File: config.mk
export PLATFORM = sky130hd
export DESIGN_NAME = cam_vga_timing_gen
export DESIGN_NICKNAME = d
export VERILOG_FILES = /design/src/rtl/cam_vga_timing_gen.sv
export SDC_FILE = /design/constraint.sdc
export NUM_CORES = 1
export LEC_CHECK = 0
export BUFFER_PORTS_ARGS = -buffer_cell sky130_fd_sc_hd__buf_2
export CORE_ASPECT_RATIO = 0.9
export CORE_UTILIZATION = 40
export CTS_BUF_LIST = sky130_fd_sc_hd__clkbuf_2
export DETAILED_ROUTE_END_ITERATION = 10
export PLACE_DENSITY = 0.65
export SLEW_MARGIN = 20
export SYNTH_ARGS = -nofsm -noshare
export SYNTH_HDL_FRONTEND = slang
export SYNTH_SLANG_ARGS = --single-unit
File: constraint.sdc
create_clock -name Cam_pclk -period 2.36 [get_ports Cam_pclk]
set_input_delay 0.472 -clock Cam_pclk [delete_from_list [all_inputs] [get_ports Cam_pclk]]
set_output_delay 0.472 -clock Cam_pclk [all_outputs]
set_load 0.005 [all_outputs]
File: src/rtl/cam_vga_timing_gen.sv
// VGA timing derived from an OV-style camera: divided pixel clock, hc/hs realigned to href,
// frame tracking from vsync/href with line counting, lock detection and a sticky sync error.
module cam_vga_timing_gen #(
  parameter int unsigned H_TOTAL     = 784,
  parameter int unsigned HS_START    = 659,
  parameter int unsigned HS_END      = 739,
  parameter int unsigned PCLK_DIV    = 2,
  parameter bit          HS_POL      = 1'b0,
  parameter bit          VS_POL      = 1'b0,
  parameter bit          RESYNC_HREF = 1'b1,
  parameter int unsigned HC_W        = 10,
  parameter int unsigned VC_W        = 10
) (
  input  logic            Cam_pclk,
  input  logic            Reset,
  input  logic            Cam_vsync,
  input  logic            Cam_href,
  input  logic            clr_err,
  output logic            VGA_Clk,
  output logic            hs,
  output logic            vs,
  output logic            blank,
  output logic            sync,
  output logic [HC_W-1:0] hc,
  output logic [VC_W-1:0] vc,
  output logic            frame_start,
  output logic            locked,
  output logic            sync_err,
  output logic [VC_W-1:0] lines_last,
  output logic [1:0]      o_fsm_state
);

  typedef enum logic [1:0] {
    ST_IDLE     = 2'd0,
    ST_WAIT_END = 2'd1,
    ST_ACTIVE   = 2'd2
  } state_t;

  localparam int unsigned DIV_HALF = PCLK_DIV / 2;

  state_t          r_state;
  state_t          w_state_next;
  logic [1:0]      r_div;
  logic            r_vga_clk;
  logic            r_vsync_d;
  logic            r_href_d;
  logic [HC_W-1:0] r_hc;
  logic            r_hs;
  logic            r_vs;
  logic            r_blank;
  logic [VC_W-1:0] r_vc;
  logic [VC_W-1:0] r_lines_last;
  logic            r_locked;
  logic            r_frame_start;
  logic            r_sync_err;

  logic            w_div_wrap;
  logic            w_pix_en;
  logic            w_vs_rise;
  logic            w_vs_fall;
  logic            w_href_rise;
  logic            w_href_fall;
  logic [HC_W-1:0] w_hc_next;
  logic            w_hs_next;
  logic            w_frame_start;
  logic            w_capture;
  logic [VC_W-1:0] w_vc_counted;

  assign w_div_wrap  = (r_div == 2'(DIV_HALF - 1));
  assign w_pix_en    = w_div_wrap & ~r_vga_clk;
  assign w_vs_rise   = Cam_vsync & ~r_vsync_d;
  assign w_vs_fall   = ~Cam_vsync & r_vsync_d;
  assign w_href_rise = Cam_href & ~r_href_d;
  assign w_href_fall = ~Cam_href & r_href_d;

  always_comb begin
    w_hc_next = r_hc;
    if (RESYNC_HREF && w_href_rise) begin
      w_hc_next = '0;
    end else if (w_pix_en) begin
      w_hc_next = (r_hc == HC_W'(H_TOTAL - 1)) ? '0 : r_hc + HC_W'(1);
    end
  end

  // hs is decoded from the next hc so the registered pulse lines up with hc itself
  assign w_hs_next = ((w_hc_next >= HC_W'(HS_START)) && (w_hc_next < HC_W'(HS_END)))
                     ? HS_POL : ~HS_POL;

  always_comb begin
    w_state_next  = r_state;
    w_frame_start = 1'b0;
    case (r_state)
      ST_IDLE:     if (w_vs_rise) w_state_next = ST_WAIT_END;
      ST_WAIT_END: begin
        if (w_vs_fall) begin
          w_state_next  = ST_ACTIVE;
          w_frame_start = 1'b1;
        end
      end
      ST_ACTIVE:   if (w_vs_rise) w_state_next = ST_WAIT_END;
      default:     w_state_next = ST_IDLE;
    endcase
  end

  // A line ending on the same cycle as vsync rises is counted before capture
  assign w_vc_counted = ((r_state == ST_ACTIVE) && w_href_fall && (r_vc != '1))
                        ? r_vc + VC_W'(1) : r_vc;
  assign w_capture    = (r_state == ST_ACTIVE) && w_vs_rise;

  always_ff @(posedge Cam_pclk or posedge Reset) begin
    if (Reset) begin
      r_div     <= '0;
      r_vga_clk <= 1'b0;
      r_hc      <= '0;
      r_hs      <= ~HS_POL;
    end else begin
      r_div     <= w_div_wrap ? 2'd0 : r_div + 2'd1;
      r_vga_clk <= w_div_wrap ? ~r_vga_clk : r_vga_clk;
      r_hc      <= w_hc_next;
      r_hs      <= w_hs_next;
    end
  end

  always_ff @(posedge Cam_pclk or posedge Reset) begin
    if (Reset) begin
      r_state       <= ST_IDLE;
      r_vsync_d     <= 1'b0;
      r_href_d      <= 1'b0;
      r_vs          <= ~VS_POL;
      r_blank       <= 1'b0;
      r_vc          <= '0;
      r_lines_last  <= '0;
      r_locked      <= 1'b0;
      r_frame_start <= 1'b0;
      r_sync_err    <= 1'b0;
    end else begin
      r_state       <= w_state_next;
      r_vsync_d     <= Cam_vsync;
      r_href_d      <= Cam_href;
      r_vs          <= Cam_vsync ~^ VS_POL;
      r_blank       <= Cam_href & (r_state != ST_IDLE);
      r_frame_start <= w_frame_start;
      r_vc          <= w_frame_start ? '0 : w_vc_counted;
      if (w_capture) begin
        r_lines_last <= w_vc_counted;
        r_locked     <= (w_vc_counted == r_lines_last) && (w_vc_counted != '0);
      end
      // Set wins over clear
      r_sync_err    <= (Cam_href & Cam_vsync) | (r_sync_err & ~clr_err);
    end
  end

  assign VGA_Clk     = r_vga_clk;
  assign hs          = r_hs;
  assign vs          = r_vs;
  assign blank       = r_blank;
  assign sync        = 1'b0;
  assign hc          = r_hc;
  assign vc          = r_vc;
  assign frame_start = r_frame_start;
  assign locked      = r_locked;
  assign sync_err    = r_sync_err;
  assign lines_last  = r_lines_last;
  assign o_fsm_state = r_state;

endmodule

==> results of run 1 <==
-- stage by stage --
stage                     area [µm²]  total power, µW  utilization (%)  std cells
after floorplan                 2310             1160                -        233
after global placement          2660             1320             49.2        347
after detailed placement        2660             1330             49.2        347
after CTS                       2760             1880             50.9        355
after global routing            2770             1970             51.1        356
final                           2770             1870             51.1        356
-- cell families (layout without fill, tap and decap cells) --
| group | count (synthesis) | in the layout | synth area share, % |
|---|---|---|---|
| AOI/OAI and AO/OA | 43 | 43 | 13.3 |
| xor gates and xnor gates | 22 | 22 | 10.1 |
| adders and majority gates | 4 | 4 | 2.17 |
| buffers and inverters | 17 | 73 | 3.31 |
| DFF | 43 | 43 | 46.7 |
| muxes | 1 | 1 | 0.434 |
| other | 1 | 1 | 0.162 |
| and+or+nand+nor | 102 | 102 | 23.8 |
-- final cells by class --
| cell class | instances | area, µm² |
|---|---|---|
| clock inverters | 3 | 67.6 |
| clock buffers | 5 | 25.0 |
| multi-input cells | 173 | 1160 |
| repair buffers | 58 | 328 |
| fillers | 514 | 2640 |
| inverters | 7 | 26.3 |
| flip-flops and latches | 43 | 1080 |
| well taps | 67 | 83.8 |
-- power groups by stage --
| stage | combinational, µW | clock [µW] | sequential (µW) |
|---|---|---|---|
| 6_report | 454 | 548 | 867 |
| 5_1_grt | 503 | 591 | 879 |
| 4_1_cts | 454 | 562 | 866 |
| 3_5_place_dp | 448 | 0 | 878 |
| 3_3_place_gp | 445 | 0 | 879 |
| 2_1_floorplan | 269 | 0 | 887 |
-- layout by cell type (no fill, tap or decap), types with 7 or more instances in the layout --
cell type and instances:
buf_2 43, buf_4 15, dfrtp_1 41, nand2_1 23
nor2_1 25, nor3_1 7, o21ai_0 10, xnor2_1 7
xor2_1 12
-- worst min-delay path by stage --
stage / startpoint / end / slack (ns) / cells after the start
final: Reset / VGA_Clk / 0.11 / 3
after floorplan: locked / locked / 0.48 / 2
after global placement: locked / locked / 0.48 / 2
after global routing: Cam_href / r_href_d / 0.10 / 1
after detailed placement: locked / locked / 0.49 / 2
after CTS: Reset / hc[5] / 0.11 / 3
-- registers in the layout, summed over array words and instances (netlist names), 2 cells and up --
register and flops:
o_fsm_state 2, r_div 2, vc 10, hc 10
lines_last 10
-- metal layers --
metal	routed length (µm)	share of wire (%)	GRT usage, %
met3	255	4.8	4.54
met4	73	1.4	7.80
met2	2410	45	28.4
met1	2610	49	26.8
met5	0	0	0
-- worst register-to-register path: cells and delay by family (launching register included) --
kind	cells	cell delay, ns
muxes	1	0.41
and+or+nand+nor	2	0.74
xor gates and xnor gates	1	0.23
AOI/OAI and AO/OA	2	0.39
DFF	1	0.49
-- repair_timing --
action | 4_1_cts | 5_1_grt
buffers inserted | 0 | 1
resized for setup | 0 | 1
endpoints found under the setup margin | 0 | 1
hold buffers | 0 | 0
endpoints found under the hold margin | 0 | 0
==> results_dict.tcl, run 1 <==
set metrics [dict create \
    ys_ff_latch 43 \
    first_pass_iters 4 \
    regToRegEndpoint "locked" \
    outcome "completed" \
    routed_wl_mm 5.36 \
    worstPathArrival_ns 2.69 \
    timing.hold.ws_ns 0.107 \
    fp-row-count 25 \
    yosysMostFrequentCell "dfrtp_1" \
    cts_max_path_buffers 2 \
    power.internal_uw 1300 \
    power_frac_clock_pct 29.3 \
    overflow 0 \
    slowest_stage "dfrtp_1" \
    async_flop_share_pct 100 \
    numPortBuffers 43 \
    hp-class "input port to async pin" \
    grt_pass1_vias 1728 \
    finalNetCount 297 \
    cp_num_buf_inv 0 \
    switching_share_pct 30.3 \
    drc_errors 0 \
    p_switching_uw 566 \
    io_pins 45 \
    synthTopCellsByCount "dfrtp_1 (41), nor2_1 (25), nand2_1 (23)" \
    vias 1917 \
    startpoint_type "register" \
    tritoncts "yes" \
    seq_power_share_pct 46.4 \
    ant_nets 0 \
    slowest_delay_ns 0.49 \
    cp-startpoint "o_fsm_state[0]" \
    h-tree-depth 2 \
    min_period_ns 2.32 \
    slew_violations 0 \
    hold_viol 0 \
    yosys_warnings 0 \
    clkTransAtPathRegs_ns 0.24 \
    crit_chain "nand4bb_2 -> nor4_1 -> mux2i_1 -> xor2_1 -> o211ai_1 -> o31ai_2" \
    powerDensity_nw_per_um2 675 \
    area_delta_synth_final_pct 19.9 \
    netlist_area_um2 2310 \
    die_area_um2 6080 \
    yosys.area.top_type "dfrtp_1" \
    drtIter0Drc 124 \
    gp_congestion 0.879 \
    max_cap_violations 0 \
    hpwl_mm 3.81 \
    synth_edf_count 0 \
    initial_core_util_pct 42.7 \
    leakagePower_uw 0.00134 \
    end_kind "register" \
    irDropWorstVdd_mv 0.400 \
    ys.flop_type "dfrtp_1" \
    via_per_inst 5.38 \
    critical_path_class "register to register" \
    clock.fmax_mhz 431 \
    die_w_um 82.1 \
    rrSetupSlack_ns 0.04 \
    root_buffer "clkbuf_2" \
    core_um2 5410 \
    power_frac_comb_pct 24.3 \
    tns_ns 0 \
    avgSynthCellArea_um2 9.91 \
    ys_seq_area_share_pct 46.7 \
    cts_buffers 5 \
    setup_viol 0 \
    cp_top_family "simple AND/OR/NAND/NOR gates" \
    synthTopCellsByArea "dfrtp_1 (44%), xor2_1 (4.6%), nor2_1 (4.1%)" \
    clock_sinks 43 \
    track_usage_pct 19.1 \
    antenna_found_initial 0 \
    clk-insertion-delay-late_ns 0.44 \
    fin_crit_sh_pct 98.2 \
    synth_top_area_share_pct 44.4 \
    endpoint "locked" \
    drive_gt1_share_pct 26.6 \
    reg2reg_depth 6 \
    tightest_slew_ns 0.536 \
    cp_num_cells 6 \
    wl_per_cell_um 15.0 \
    diodes 0 \
    r2r_start "o_fsm_state[0]" \
    crit_fanout 7 \
    setup_ws_ns 0.0424 \
    fp.dieH_um 74.1 \
    maxSlewHeadroom_pct 63.4 \
    synth.distinct_cells 54 \
    grt_max_degree 44 \
    cp.required_ns 2.73 \
    grt_first_pass_wirelength_mm 8.61 \
    skew_ns 0.0246 \
    netlist_instances 233 \
    synthesis.nets 242 \
    dp_slack_ns -0.0121 \
]
No activity file was read; power rests on OpenSTA's default activity.
==> run 2: changes to the inputs <==
CORE_MARGIN = 2   (was not set)
==> results_dict.tcl, run 2 (synthesis results as in run 1) <==
set metrics [dict create \
    outcome "completed" \
    fp-row-count 26 \
    clock_sinks 43 \
    slowest_stage "dfrtp_1" \
    clk-insertion-delay-late_ns 0.44 \
    area_delta_synth_final_pct 17.9 \
    via_per_inst 5.30 \
    hold_viol 0 \
    antenna_found_initial 0 \
    gp_congestion 0.864 \
    tns_ns 0 \
    initial_core_util_pct 41.0 \
    rsz0062_at_grt "false" \
    irDropWorstVdd_mv 0.365 \
    final_cells 360 \
    min_period_ns 2.17 \
    fill_cells 571 \
    max_cap_violations 0 \
    grt_pass1_vias 1806 \
    layout_common_cells "buf_2 (43), dfrtp_1 (41), nor2_1 (25)" \
    tritoncts "yes" \
    cts_max_path_buffers 2 \
    hold_buffers 0 \
    maxSlewHeadroom_pct 46.9 \
    grt_first_pass_wirelength_mm 9.18 \
    fin_crit_sh_pct 91.8 \
    critical_path_class "register to register" \
    worstPathArrival_ns 2.54 \
    finalNetCount 298 \
    drc_errors 0 \
    grt_max_degree 24 \
    hp-class "input port to async pin" \
    final_common_cell "buf_2" \
    skew_ns 0.0423 \
    slew_violations 0 \
    powerDensity_nw_per_um2 607 \
    clkTransAtPathRegs_ns 0.24 \
    dp_slack_ns 0.0328 \
    vias 1909 \
    slowest_delay_ns 0.43 \
    wl_per_cell_um 14.8 \
    end_kind "register" \
    io_pins 45 \
    crit_chain "ha_1 -> nand2_1 -> nor3_1 -> buf_4 -> o22a_1 -> a211oi_1 -> o2111ai_1 -> o31ai_2" \
    h-tree-depth 2 \
    tightest_slew_ns 0.791 \
    drive_gt1_share_pct 26.6 \
    first_pass_iters 4 \
    diodes 0 \
    clock.fmax_mhz 462 \
    drtIter0Drc 129 \
    fp.dieH_um 76.1 \
    die_area_um2 6400 \
    cp.required_ns 2.74 \
    overflow 0 \
    hpwl_mm 4.00 \
    setup_viol 0 \
    placed_cells 351 \
    setup_ws_ns 0.194 \
    routed_wl_mm 5.33 \
    ant_nets 0 \
    root_buffer "clkbuf_2" \
    die_w_um 84.1 \
    core_um2 5630 \
    startpoint_type "register" \
    track_usage_pct 18.2 \
    numPortBuffers 43 \
    crit_fanout 7 \
    leakagePower_uw 0.00133 \
    cts_buffers 5 \
]
## run 2: cell count changes in the layout (fill, tap and decap cells not counted)
cell | previous run | this run
clkinvlp_4 | 1 | 0
buf_4 | 15 | 16
clkbuf_2 | 5 | 8
nand4bb_2 | 1 | 0
a2111oi_0 | 1 | 0
a2111oi_1 | 0 | 1
bufinv_16 | 2 | 0
nand4bb_1 | 0 | 1
## run 2: where the power goes
| part | internal, µW | leakage (µW) | switching (µW) |
|---|---|---|---|
| sequential | 801 | 0.000572 | 61.3 |
| combinational | 225 | 0.000724 | 237 |
| clock | 87.2 | 0.0000332 | 242 |
## run 2: final timing paths
check	slack, ns	end	from	depth (start not counted)
worst max register to register	0.19	locked	vc[0]	8
worst min register to register	0.53	locked	locked	2
worst min-delay path	0.06	hc[3]	Reset	2
min in group Cam_pclk	0.20	r_href_d	Cam_href	1
max in group asynchronous	1.63	vs	Reset	3
worst max-delay path	0.19	locked	vc[0]	8
## run 2: final cells by class
class	count	area, µm²	share of cell area, %
clock buffer	8	40.0	1.47
sequential	43	1080	39.6
timing repair buffer	59	335	12.3
inverter	7	26.3	0.965
multi-input combinational	173	1150	42.4
tap	70	87.6	3.22
## run 2: what timing repair did
item | in CTS | in global routing
hold endpoints to repair | 0 | 0
setup buffers | 0 | 1
endpoints found under the setup margin | 0 | 1
gates resized for setup | 0 | 1
## run 2: critical path: cells and delay by family (launching register included)
kind / cells / cell delay [ns]
AOI/OAI and AO/OA: 4 / 0.90
DFF: 1 / 0.43
and+or+nand+nor: 2 / 0.40
adders and majority gates: 1 / 0.23
buffers and inverters: 1 / 0.18
## run 2: metal layers
| metal | track usage [%] | share of wire, % | vias up |
|---|---|---|---|
| met5 | 0 | 0 | - |
| met4 | 6.13 | 1.6 | 0 |
| met3 | 4.98 | 3.6 | 9 |
| met2 | 27.1 | 47 | 34 |
| met1 | 25.7 | 48 | 920 |
| li1 | - | - | 946 |
## run 2: metrics by stage
| step | instance area, µm² | hold WS [ns] | util [%] | total power [µW] |
|---|---|---|---|---|
| after global placement | 2670 | 0.480 | 47.5 | 1330 |
| after detailed placement | 2670 | 0.488 | 47.5 | 1340 |
| final | 2720 | 0.0634 | 48.4 | 1650 |
| after CTS | 2710 | 0.0654 | 48.2 | 1670 |
| after floorplan | 2310 | 0.483 | - | 1160 |
| after global routing | 2720 | 0.0772 | 48.4 | 1770 |
==> run 3: changes to the inputs <==
REMOVE_ABC_BUFFERS = 1   (was not set)
==> results_dict.tcl, run 3 (synthesis results as in run 1) <==
set metrics [dict create \
    antenna_found_initial 0 \
    slew_violations 0 \
    diodes 0 \
    cp-startpoint "vc[1]" \
    gp_congestion 0.873 \
    skew_ns 0.0163 \
    critical_path_class "register to register" \
    grt_pass1_vias 1765 \
    rrSetupSlack_ns 0.19 \
    layout_common_cells "buf_2 (43), dfrtp_1 (41), nor2_1 (25)" \
    clk-insertion-delay-late_ns 0.41 \
    setup_ws_ns 0.190 \
    root_buffer "clkbuf_2" \
    drc_errors 0 \
    h-tree-depth 2 \
    worstPathArrival_ns 2.50 \
    design_area_um2 2820 \
    ant_nets 0 \
    grt_max_degree 21 \
    crit_fanout 7 \
    cts_max_path_buffers 2 \
    outcome "completed" \
    vias 1909 \
    endpoint "locked" \
    numPortBuffers 43 \
    max_cap_violations 0 \
    multi_input_area_um2 1150 \
    first_pass_iters 6 \
    routed_wl_mm 5.17 \
    reg2reg_depth 8 \
    via_per_inst 5.23 \
    setup_viol 0 \
    regToRegEndpoint "locked" \
    final_util_pct 50.0 \
    hp-class "input port to register" \
    crit_chain "ha_1 -> nand2_1 -> a2111oi_1 -> buf_4 -> nor2_1 -> xnor2_1 -> o2111ai_1 -> o31ai_2" \
    total_power_uw 1850 \
    area_delta_synth_final_pct 22.0 \
    fp.dieH_um 76.1 \
    overflow 0 \
    hpwl_mm 3.93 \
    fin_crit_sh_pct 91.9 \
    tritoncts "yes" \
    end_kind "register" \
    cts_buffers 5 \
    drive_gt1_share_pct 27.5 \
    wl_per_cell_um 14.2 \
    timing.hold.ws_ns 0.184 \
    drtIter0Drc 172 \
    clock.fmax_mhz 461 \
    initial_core_util_pct 41.0 \
    final_common_cell "buf_2" \
    cp.required_ns 2.69 \
    core_um2 5630 \
    hold_viol 0 \
    maxSlewHeadroom_pct 59.6 \
    clock_sinks 43 \
    leakagePower_uw 0.00137 \
    die_area_um2 6400 \
    fill_cells 533 \
    tightest_slew_ns 0.602 \
    min_period_ns 2.17 \
    irDropWorstVdd_mv 0.322 \
    grt_first_pass_wirelength_mm 8.65 \
    finalNetCount 303 \
    slowest_delay_ns 0.51 \
    slowest_stage "a2111oi_1" \
    fp-row-count 26 \
    seqCellArea_um2 1080 \
    hold_start "Cam_href" \
    r2r_start "vc[1]" \
    powerDensity_nw_per_um2 656 \
    dp_slack_ns -0.000214 \
    dpl_cell_area_um2 2700 \
    clkTransAtPathRegs_ns 0.23 \
    die_w_um 84.1 \
    track_usage_pct 16.5 \
    startpoint_type "register" \
    io_pins 45 \
]
==> run 3: worst max-delay path, delay by kind of cell, from the launching register on <==
family,cells,cell delay (ns)
buffers and inverters,1,0.19
AO/OA/AOI/OAI,3,0.91
XOR/XNOR,1,0.14
AND/OR/NAND/NOR,2,0.27
flip-flops,1,0.40
adder cells (fa/ha/maj),1,0.19
==> run 3: timing repair <==
| item | CTS | global route |
|---|---|---|
| hold buffers | 0 | 1 |
| endpoints found under the setup margin | 0 | 1 |
| resized for setup | 0 | 1 |
| hold endpoints to repair | 0 | 8 |
| setup buffers | 0 | 1 |
==> run 3: area by class of cell <==
| class | instances | area share, % |
|---|---|---|
| repair buffers | 64 | 13.3 |
| inverters | 7 | 0.933 |
| flip-flops and latches | 43 | 38.3 |
| multi-input cells | 173 | 41.0 |
| clock inverters | 3 | 2.40 |
| clock buffers | 5 | 0.889 |
| well taps | 70 | 3.11 |
==> run 3: per-layer routing <==
metal | track usage, % | up-vias | wire (µm)
met5 | 0 | - | 0
met4 | 3.87 | 0 | 57
met3 | 2.93 | 5 | 197
met2 | 24.6 | 33 | 2260
met1 | 25.2 | 920 | 2650
li1 | - | 951 | -
==> run 3: through the flow <==
| stage | cells | TNS, ns |
|---|---|---|
| after global routing | 365 | -0.00442 |
| after detailed placement | 355 | -0.000214 |
| final | 365 | 0 |
| after global placement | 355 | 0 |
| after CTS | 363 | 0 |
| after floorplan | 223 | 0 |
==> run 3: how the worst min path moves through the flow <==
stage | cells after the start | slack, ns | to
after detailed placement | 2 | 0.49 | locked
final | 1 | 0.18 | r_href_d
after global routing | 1 | 0.12 | r_href_d
after global placement | 2 | 0.48 | locked
after CTS | 2 | 0.0006 | r_href_d
after floorplan | 2 | 0.48 | locked
==> run 3: where the power goes <==
part | total [µW] | internal, µW | switching, µW
sequential | 863 | 801 | 62.1
clock | 529 | 284 | 245
combinational | 454 | 226 | 228
